`config.mk`:
```
export PLATFORM = sky130hd
export DESIGN_NAME = uart_cmd_wrapper
export DESIGN_NICKNAME = d
export VERILOG_FILES = /design/src/rtl/uart_cmd_wrapper_pkg.sv /design/src/rtl/uart_trcv.sv /design/src/rtl/uart_cmd_wrapper.sv
export SDC_FILE = /design/constraint.sdc
export NUM_CORES = 1
export LEC_CHECK = 0
export CORE_UTILIZATION = 57
export DETAILED_ROUTE_END_ITERATION = 12
export PLACE_DENSITY = 0.79
export SYNTH_ARGS = -nofsm -noshare
export SYNTH_HDL_FRONTEND = slang
export SYNTH_HIERARCHICAL = 1
export SYNTH_SLANG_ARGS = --single-unit
```
`constraint.sdc`:
```
create_clock -name clk -period 3.12 [get_ports clk]
set_input_delay 0.936 -clock clk [delete_from_list [all_inputs] [get_ports clk]]
set_output_delay 0.936 -clock clk [all_outputs]
set_load 0.005 [all_outputs]
```
`src/rtl/uart_cmd_wrapper_pkg.sv`:
```
// rtl/uart_cmd_wrapper_pkg.sv - shared state type and constants for the UART command front end
package uart_cmd_wrapper_pkg;

  typedef enum logic {
    IDLE    = 1'b0,
    WAIT_LO = 1'b1
  } wrap_state_t;

  localparam int DEF_BAUD_DIV    = 434;
  localparam int DEF_TIMEOUT_CYC = 1_000_000;

  localparam logic [7:0] COMM_COMPLETE     = 8'hA5;
  localparam logic [7:0] COMM_INTERMEDIATE = 8'h5A;

endpackage

```
`src/rtl/uart_trcv.sv`:
```
// rtl/uart_trcv.sv - full-duplex 8N1 byte transceiver (mid-bit sampling receiver, LSB-first transmitter)
module uart_trcv
  import uart_cmd_wrapper_pkg::*;
#(
  parameter int BAUD_DIV = DEF_BAUD_DIV
) (
  input  logic       clk,
  input  logic       rst_n,
  input  logic       RX,
  output logic       TX,
  output logic       rx_rdy,
  output logic [7:0] rx_data,
  output logic       rx_busy,
  input  logic       clr_rx_rdy,
  input  logic       trmt,
  input  logic [7:0] tx_data,
  output logic       tx_done
);

  localparam int             BW        = $clog2(BAUD_DIV + 1);
  localparam logic [BW-1:0]  BAUD_LAST = BW'(BAUD_DIV - 1);
  // first sample lands mid start bit once the synchroniser and edge-detect delay is included
  localparam logic [BW-1:0]  HALF_LOAD = BW'(BAUD_DIV / 2 - 2);

  logic          r_rx_meta, r_rx_sync, r_rx_prev;
  logic          r_rx_busy, r_rx_rdy;
  logic [BW-1:0] r_rx_baud;
  logic [3:0]    r_rx_bit;
  logic [7:0]    r_rx_shift;
  logic          w_rx_fall;

  logic          r_tx, r_tx_busy, r_tx_done;
  logic [BW-1:0] r_tx_baud;
  logic [3:0]    r_tx_bit;
  logic [8:0]    r_tx_shift;

  assign w_rx_fall = r_rx_prev & ~r_rx_sync;

  always_ff @(posedge clk or negedge rst_n) begin
    if (!rst_n) begin
      r_rx_meta  <= 1'b1;
      r_rx_sync  <= 1'b1;
      r_rx_prev  <= 1'b1;
      r_rx_busy  <= 1'b0;
      r_rx_rdy   <= 1'b0;
      r_rx_baud  <= '0;
      r_rx_bit   <= '0;
      r_rx_shift <= '0;
    end else begin
      r_rx_meta <= RX;
      r_rx_sync <= r_rx_meta;
      r_rx_prev <= r_rx_sync;
      if (clr_rx_rdy) r_rx_rdy <= 1'b0;
      if (!r_rx_busy) begin
        if (w_rx_fall) begin
          r_rx_busy <= 1'b1;
          r_rx_baud <= HALF_LOAD;
          r_rx_bit  <= '0;
        end
      end else if (r_rx_baud != '0) begin
        r_rx_baud <= r_rx_baud - BW'(1);
      end else begin
        r_rx_baud <= BAUD_LAST;
        r_rx_bit  <= r_rx_bit + 4'd1;
        if (r_rx_bit >= 4'd1 && r_rx_bit <= 4'd8) r_rx_shift <= {r_rx_sync, r_rx_shift[7:1]};
        // stop-bit level is not checked: a framing error still delivers the byte
        if (r_rx_bit == 4'd9) begin
          r_rx_busy <= 1'b0;
          r_rx_rdy  <= 1'b1;
        end
      end
    end
  end

  always_ff @(posedge clk or negedge rst_n) begin
    if (!rst_n) begin
      r_tx       <= 1'b1;
      r_tx_busy  <= 1'b0;
      r_tx_done  <= 1'b0;
      r_tx_baud  <= '0;
      r_tx_bit   <= '0;
      r_tx_shift <= '1;
    end else if (!r_tx_busy) begin
      if (trmt) begin
        r_tx       <= 1'b0;
        r_tx_busy  <= 1'b1;
        r_tx_done  <= 1'b0;
        r_tx_baud  <= BAUD_LAST;
        r_tx_bit   <= '0;
        r_tx_shift <= {1'b1, tx_data};
      end
    end else if (r_tx_baud != '0) begin
      r_tx_baud <= r_tx_baud - BW'(1);
    end else if (r_tx_bit == 4'd9) begin
      r_tx_busy <= 1'b0;
      r_tx_done <= 1'b1;
    end else begin
      r_tx       <= r_tx_shift[0];
      r_tx_shift <= {1'b1, r_tx_shift[8:1]};
      r_tx_bit   <= r_tx_bit + 4'd1;
      r_tx_baud  <= BAUD_LAST;
    end
  end

  assign TX      = r_tx;
  assign tx_done = r_tx_done;
  assign rx_rdy  = r_rx_rdy;
  assign rx_data = r_rx_shift;
  assign rx_busy = r_rx_busy;

endmodule

```
`src/rtl/uart_cmd_wrapper.sv`:
```
// rtl/uart_cmd_wrapper.sv - assembles two UART bytes into a 16-bit command and sends response bytes
// Optional high/low byte timeout enabled by defining UART_BYTE_TIMEOUT_EN.
module uart_cmd_wrapper
  import uart_cmd_wrapper_pkg::*;
#(
  parameter int BAUD_DIV    = DEF_BAUD_DIV,
  parameter int TIMEOUT_CYC = DEF_TIMEOUT_CYC
) (
  input  logic        clk,
  input  logic        rst_n,
  input  logic        RX,
  output logic        TX,
  output logic [15:0] cmd,
  output logic        cmd_rdy,
  input  logic        clr_cmd_rdy,
  input  logic [7:0]  resp,
  input  logic        trmt,
  output logic        tx_done
);

  wrap_state_t r_state, w_next;
  logic [7:0]  r_high;
  logic [15:0] r_cmd;
  logic        r_cmd_rdy;
  logic        w_rx_rdy, w_rx_busy, w_clr_rx_rdy;
  logic [7:0]  w_rx_data;
  logic        w_take_high, w_take_low, w_timeout;

  uart_trcv #(.BAUD_DIV(BAUD_DIV)) u_trcv (
    .clk        (clk),
    .rst_n      (rst_n),
    .RX         (RX),
    .TX         (TX),
    .rx_rdy     (w_rx_rdy),
    .rx_data    (w_rx_data),
    .rx_busy    (w_rx_busy),
    .clr_rx_rdy (w_clr_rx_rdy),
    .trmt       (trmt),
    .tx_data    (resp),
    .tx_done    (tx_done)
  );

`ifdef UART_BYTE_TIMEOUT_EN
  localparam int TW = $clog2(TIMEOUT_CYC + 1);
  logic [TW-1:0] r_to_cnt;

  // held at zero outside WAIT_LO so every entry starts a fresh window; frozen mid-byte
  always_ff @(posedge clk or negedge rst_n) begin
    if (!rst_n)                  r_to_cnt <= '0;
    else if (r_state != WAIT_LO) r_to_cnt <= '0;
    else if (!w_rx_busy && !w_timeout) r_to_cnt <= r_to_cnt + TW'(1);
  end

  assign w_timeout = (r_state == WAIT_LO) && (r_to_cnt == TW'(TIMEOUT_CYC));
`else
  logic w_unused_cfg;
  assign w_unused_cfg = w_rx_busy ^ (TIMEOUT_CYC > 0);
  assign w_timeout    = 1'b0;
`endif

  always_comb begin
    w_next       = r_state;
    w_clr_rx_rdy = 1'b0;
    w_take_high  = 1'b0;
    w_take_low   = 1'b0;
    case (r_state)
      IDLE: if (w_rx_rdy) begin
        w_take_high  = 1'b1;
        w_clr_rx_rdy = 1'b1;
        w_next       = WAIT_LO;
      end
      WAIT_LO: if (w_rx_rdy) begin
        w_take_low   = 1'b1;
        w_clr_rx_rdy = 1'b1;
        w_next       = IDLE;
      end else if (w_timeout) begin
        w_next = IDLE;
      end
      default: w_next = IDLE;
    endcase
  end

  always_ff @(posedge clk or negedge rst_n) begin
    if (!rst_n) begin
      r_state   <= IDLE;
      r_high    <= '0;
      r_cmd     <= '0;
      r_cmd_rdy <= 1'b0;
    end else begin
      r_state <= w_next;
      if (w_take_high) r_high <= w_rx_data;
      if (w_take_low)  r_cmd  <= {r_high, w_rx_data};
      // a completing command beats a simultaneous acknowledge
      if (w_take_low)                        r_cmd_rdy <= 1'b1;
      else if (clr_cmd_rdy || w_take_high)   r_cmd_rdy <= 1'b0;
    end
  end

  assign cmd     = r_cmd;
  assign cmd_rdy = r_cmd_rdy;

endmodule

```
==> flow_summary.yaml <==
final_layout:
  fillers: 434
  final_cell_area_sq_um: 4040
  area_delta_synth_final_pct: 15.1
  fin_nets: 339
  drive_above_1_share_pct: 23.0
  final_cells: 397
  n_antenna_cell: 0
yosys:
  syn_avg_cell_area_sq_um: 12.3
  synthTopCellsByArea: "dfrtp_1 46%, dfstp_2 9.0%, mux2_2 8.0%"
  synth-seq-cells: 76
  seq_area_frac_synth_pct: 54.6
  synth.top_cell.area_share_pct: 45.6
  synthFlopType: "dfrtp_1"
  yosysTopAreaCell: "dfrtp_1"
  syn-num-nets: 307
  synth-async-reset-ratio_pct: 100
  synth.distinct_cells: 46
  yosys_warnings: 6
  post_synth_inst_count: 285
  syn-cell-area_sq_um: 3510
  synth_edf_count: 0
worst_setup_path:
  setup.worst_path.end_class: "register"
  crit_arrival_ns: 2.88
  critPathKind: "reg -> reg"
  crit_start: "u_trcv/r_tx_baud[0]$_DFFE_PN0P_"
  path_depth: 6
  startpoint_type: "register"
  cpMaxStageDelayCell: "or3b_2"
  crit_buf_inv: 1
  crit_chain: "inv_1 > ha_1 > or3b_2 > o41ai_4 > and2_1 > mux2_4"
  rr_worst_depth: 6
  required_ns: 3.35
  critPathMaxFanout: 12
  cp_top_family: "simple AND/OR/NAND/NOR gates"
  crit_path_max_incr_delay_ns: 0.58
  r2r_start: "u_trcv/r_tx_baud[0]$_DFFE_PN0P_"
pwr:
  fin_total_pwr_w: 0.00272
  power_density_nw_per_um2: 673
  vdd_drop_max_v: 0.000610
  p_leak_nw: 1.87
place:
  hpwl_mm: 3.92
  place_inst: 381
  port-buffer-count: 31
  place_congestion: 0.823
  placed_cell_area_sq_um: 3850
  pre_cts_ws_ns: 0.276
timing:
  finalCriticalPeriod_ns: 2.66
  fin_tns_setup_ns: 0
  hold_violations: 0
  grt_setup_unrepaired: "no"
  fmax_mhz: 377
  report.final.slew_viol_count: 0
  slew_headroom_pct: 38.7
  setup_viol: 0
  setup_slack_ns: 0.464
  worstMarginPinSlew_ns: 0.919
  period_share_pct: 85.1
  fin_skew_ns: 0.00913
floorplanning:
  num_rows: 28
  ios: 32
  dieArea_sq_um: 6470
  core_region_area_sq_um: 5920
  start_util_pct: 59.3
  die_h_um: 80.5
  die_w_um: 80.5
min_path:
  hold_path_class: "reg -> reg"
  min_path_cells: 0
  hold_path.startpoint: "u_trcv/r_rx_meta$_DFF_PN1_"
global_routing:
  antenna_found_initial: 0
  grt_first_pass_wirelength_mm: 10.0
  grt_pass1_vias: 2173
  grt_usage_pct: 20.3
  overflow: 0
  grt_max_degree: 77
drt:
  vias: 2248
  drc: 0
  first_pass_iters: 4
  wl_per_cell_um: 14.5
  ant_nets: 0
  drt_wl_total_mm: 5.76
  via_per_inst: 5.66
  drtIter0Drc: 128
run_status:
  status: "complete, no violations"
cts:
  cts_sinks: 76
  ctsHtreeMaxLevel: 3
  cts_setup_buffers: 0
  ctsHoldBuffers: 0
  clk_path_buf_depth: 2
  cts.repair.resized: 0
  cts-buffers-inserted: 9
  root_buffer: "clkbuf_8"
  cts_tree: "built"
  insertion_delay_ns: 0.33
  clk_pin_slew_ns: 0.08
run:
  cap_violations: 0
## path summary, 6_finish.rpt
path / to / slack, ns
worst max-delay path: u_trcv/r_tx_bit[0]$_DFFE_PN0P_ / 0.46
worst min-delay path: u_trcv/r_rx_sync$_DFF_PN1_ / 0.36
worst max register to register: u_trcv/r_tx_bit[0]$_DFFE_PN0P_ / 0.46
worst min register to register: u_trcv/r_rx_sync$_DFF_PN1_ / 0.36
max in group asynchronous: u_trcv/r_rx_baud[1]$_DFFE_PN0P_ / 1.81
min in group asynchronous: u_trcv/r_tx_bit[1]$_DFFE_PN0P_ / 0.72
## synthesized netlist by cell type (2+ instances only)
master    number
clkbuf_1       7
ha_1           9
dfstp_2       12
or2_2          2
o21ai_0       16
nor4_1         4
buf_2          4
mux2_4        10
inv_1         14
o22ai_1        4
nor3_1         5
or4_1          6
o41ai_1        2
or3_1          6
nand2_1        7
buf_6          3
nor2_1        10
o31ai_1        2
nand2b_1       3
a21o_1         4
mux2i_1        9
mux2_2        25
nand4_1        3
nand3_1        4
a21oi_1       22
o31a_1         4
dfrtp_1       64
xnor2_1        5
nor4b_1        2
## cell usage in the layout (no fill, tap or decap), types with 2 or more instances in the layout
master	count
clkbuf_8	9
or3_1	6
nor3_1	5
or4_1	6
a21oi_1	22
nand2_1	7
buf_4	6
nor2_1	10
o21ai_0	16
o22ai_1	4
nand4_1	3
mux2_4	10
dfrtp_1	64
mux2i_1	9
o31ai_1	2
a21o_1	4
clkbuf_1	2
inv_1	14
nand3_1	4
ha_1	9
or2_2	2
nor4b_1	2
mux2_2	25
xnor2_1	5
o31a_1	4
dfstp_2	12
clkdlybuf4s50_1	30
o41ai_1	2
nand2b_1	3
nor4_1	4
## cell families after synthesis
logic type	synth area share (%)
xor+xnor	1.50
mux	14.9
flops	54.6
compound gates	11.3
simple gates	10.2
fa+ha+maj	3.21
buf+inv	4.35
## final cells by class
| type | count | area, sq um | area share [%] |
|---|---|---|---|
| multi-input cells | 180 | 1440 | 35.6 |
| clock buffers | 11 | 131 | 3.25 |
| inverters | 14 | 52.6 | 1.30 |
| well taps | 75 | 93.8 | 2.32 |
| flip-flops and latches | 76 | 1920 | 47.4 |
| repair buffers | 36 | 345 | 8.55 |
| clock inverters | 5 | 60.1 | 1.49 |
## report_power, final
part	switching, W	total, W	internal (W)	leakage, nW
Sequential	0.000192	0.00142	0.00123	0.962
Clock	0.000345	0.000718	0.000373	0.0939
Combinational	0.000291	0.000585	0.000293	0.819
Total	0.000828	0.00272	0.00189	1.87
## registers in the layout, indices dropped and copies added, names as in the netlist, 4 cells and up
| name | count |
|---|---|
| cmd | 16 |
| u_trcv/r_rx_baud | 9 |
| u_trcv/r_tx_baud | 9 |
| r_high | 8 |
| u_trcv/r_tx_shift | 8 |
| u_trcv/rx_data | 8 |
| u_trcv/r_rx_bit | 4 |
| u_trcv/r_tx_bit | 4 |
## metrics by stage
stage	util, %	hold WS, ns
final	68.2	0.364
after global routing	68.2	0.371
after CTS	68.2	0.363
after detailed placement	65.0	0.352
after global placement	65.0	0.354
after floorplan	-	0.345
## routing by layer
| metal | up-vias | track usage [%] | share of wire (%) | wire (um) |
|---|---|---|---|---|
| met3 | 7 | 5.45 | 2.7 | 153 |
| li1 | 1104 | - | - | - |
| met2 | 27 | 31.9 | 48 | 2780 |
| met4 | 0 | 6.96 | 0.75 | 43 |
| met1 | 1110 | 27.2 | 48 | 2780 |
| met5 | - | 0 | 0 | 0 |
Note: power is estimated with default switching activity, not from simulation.
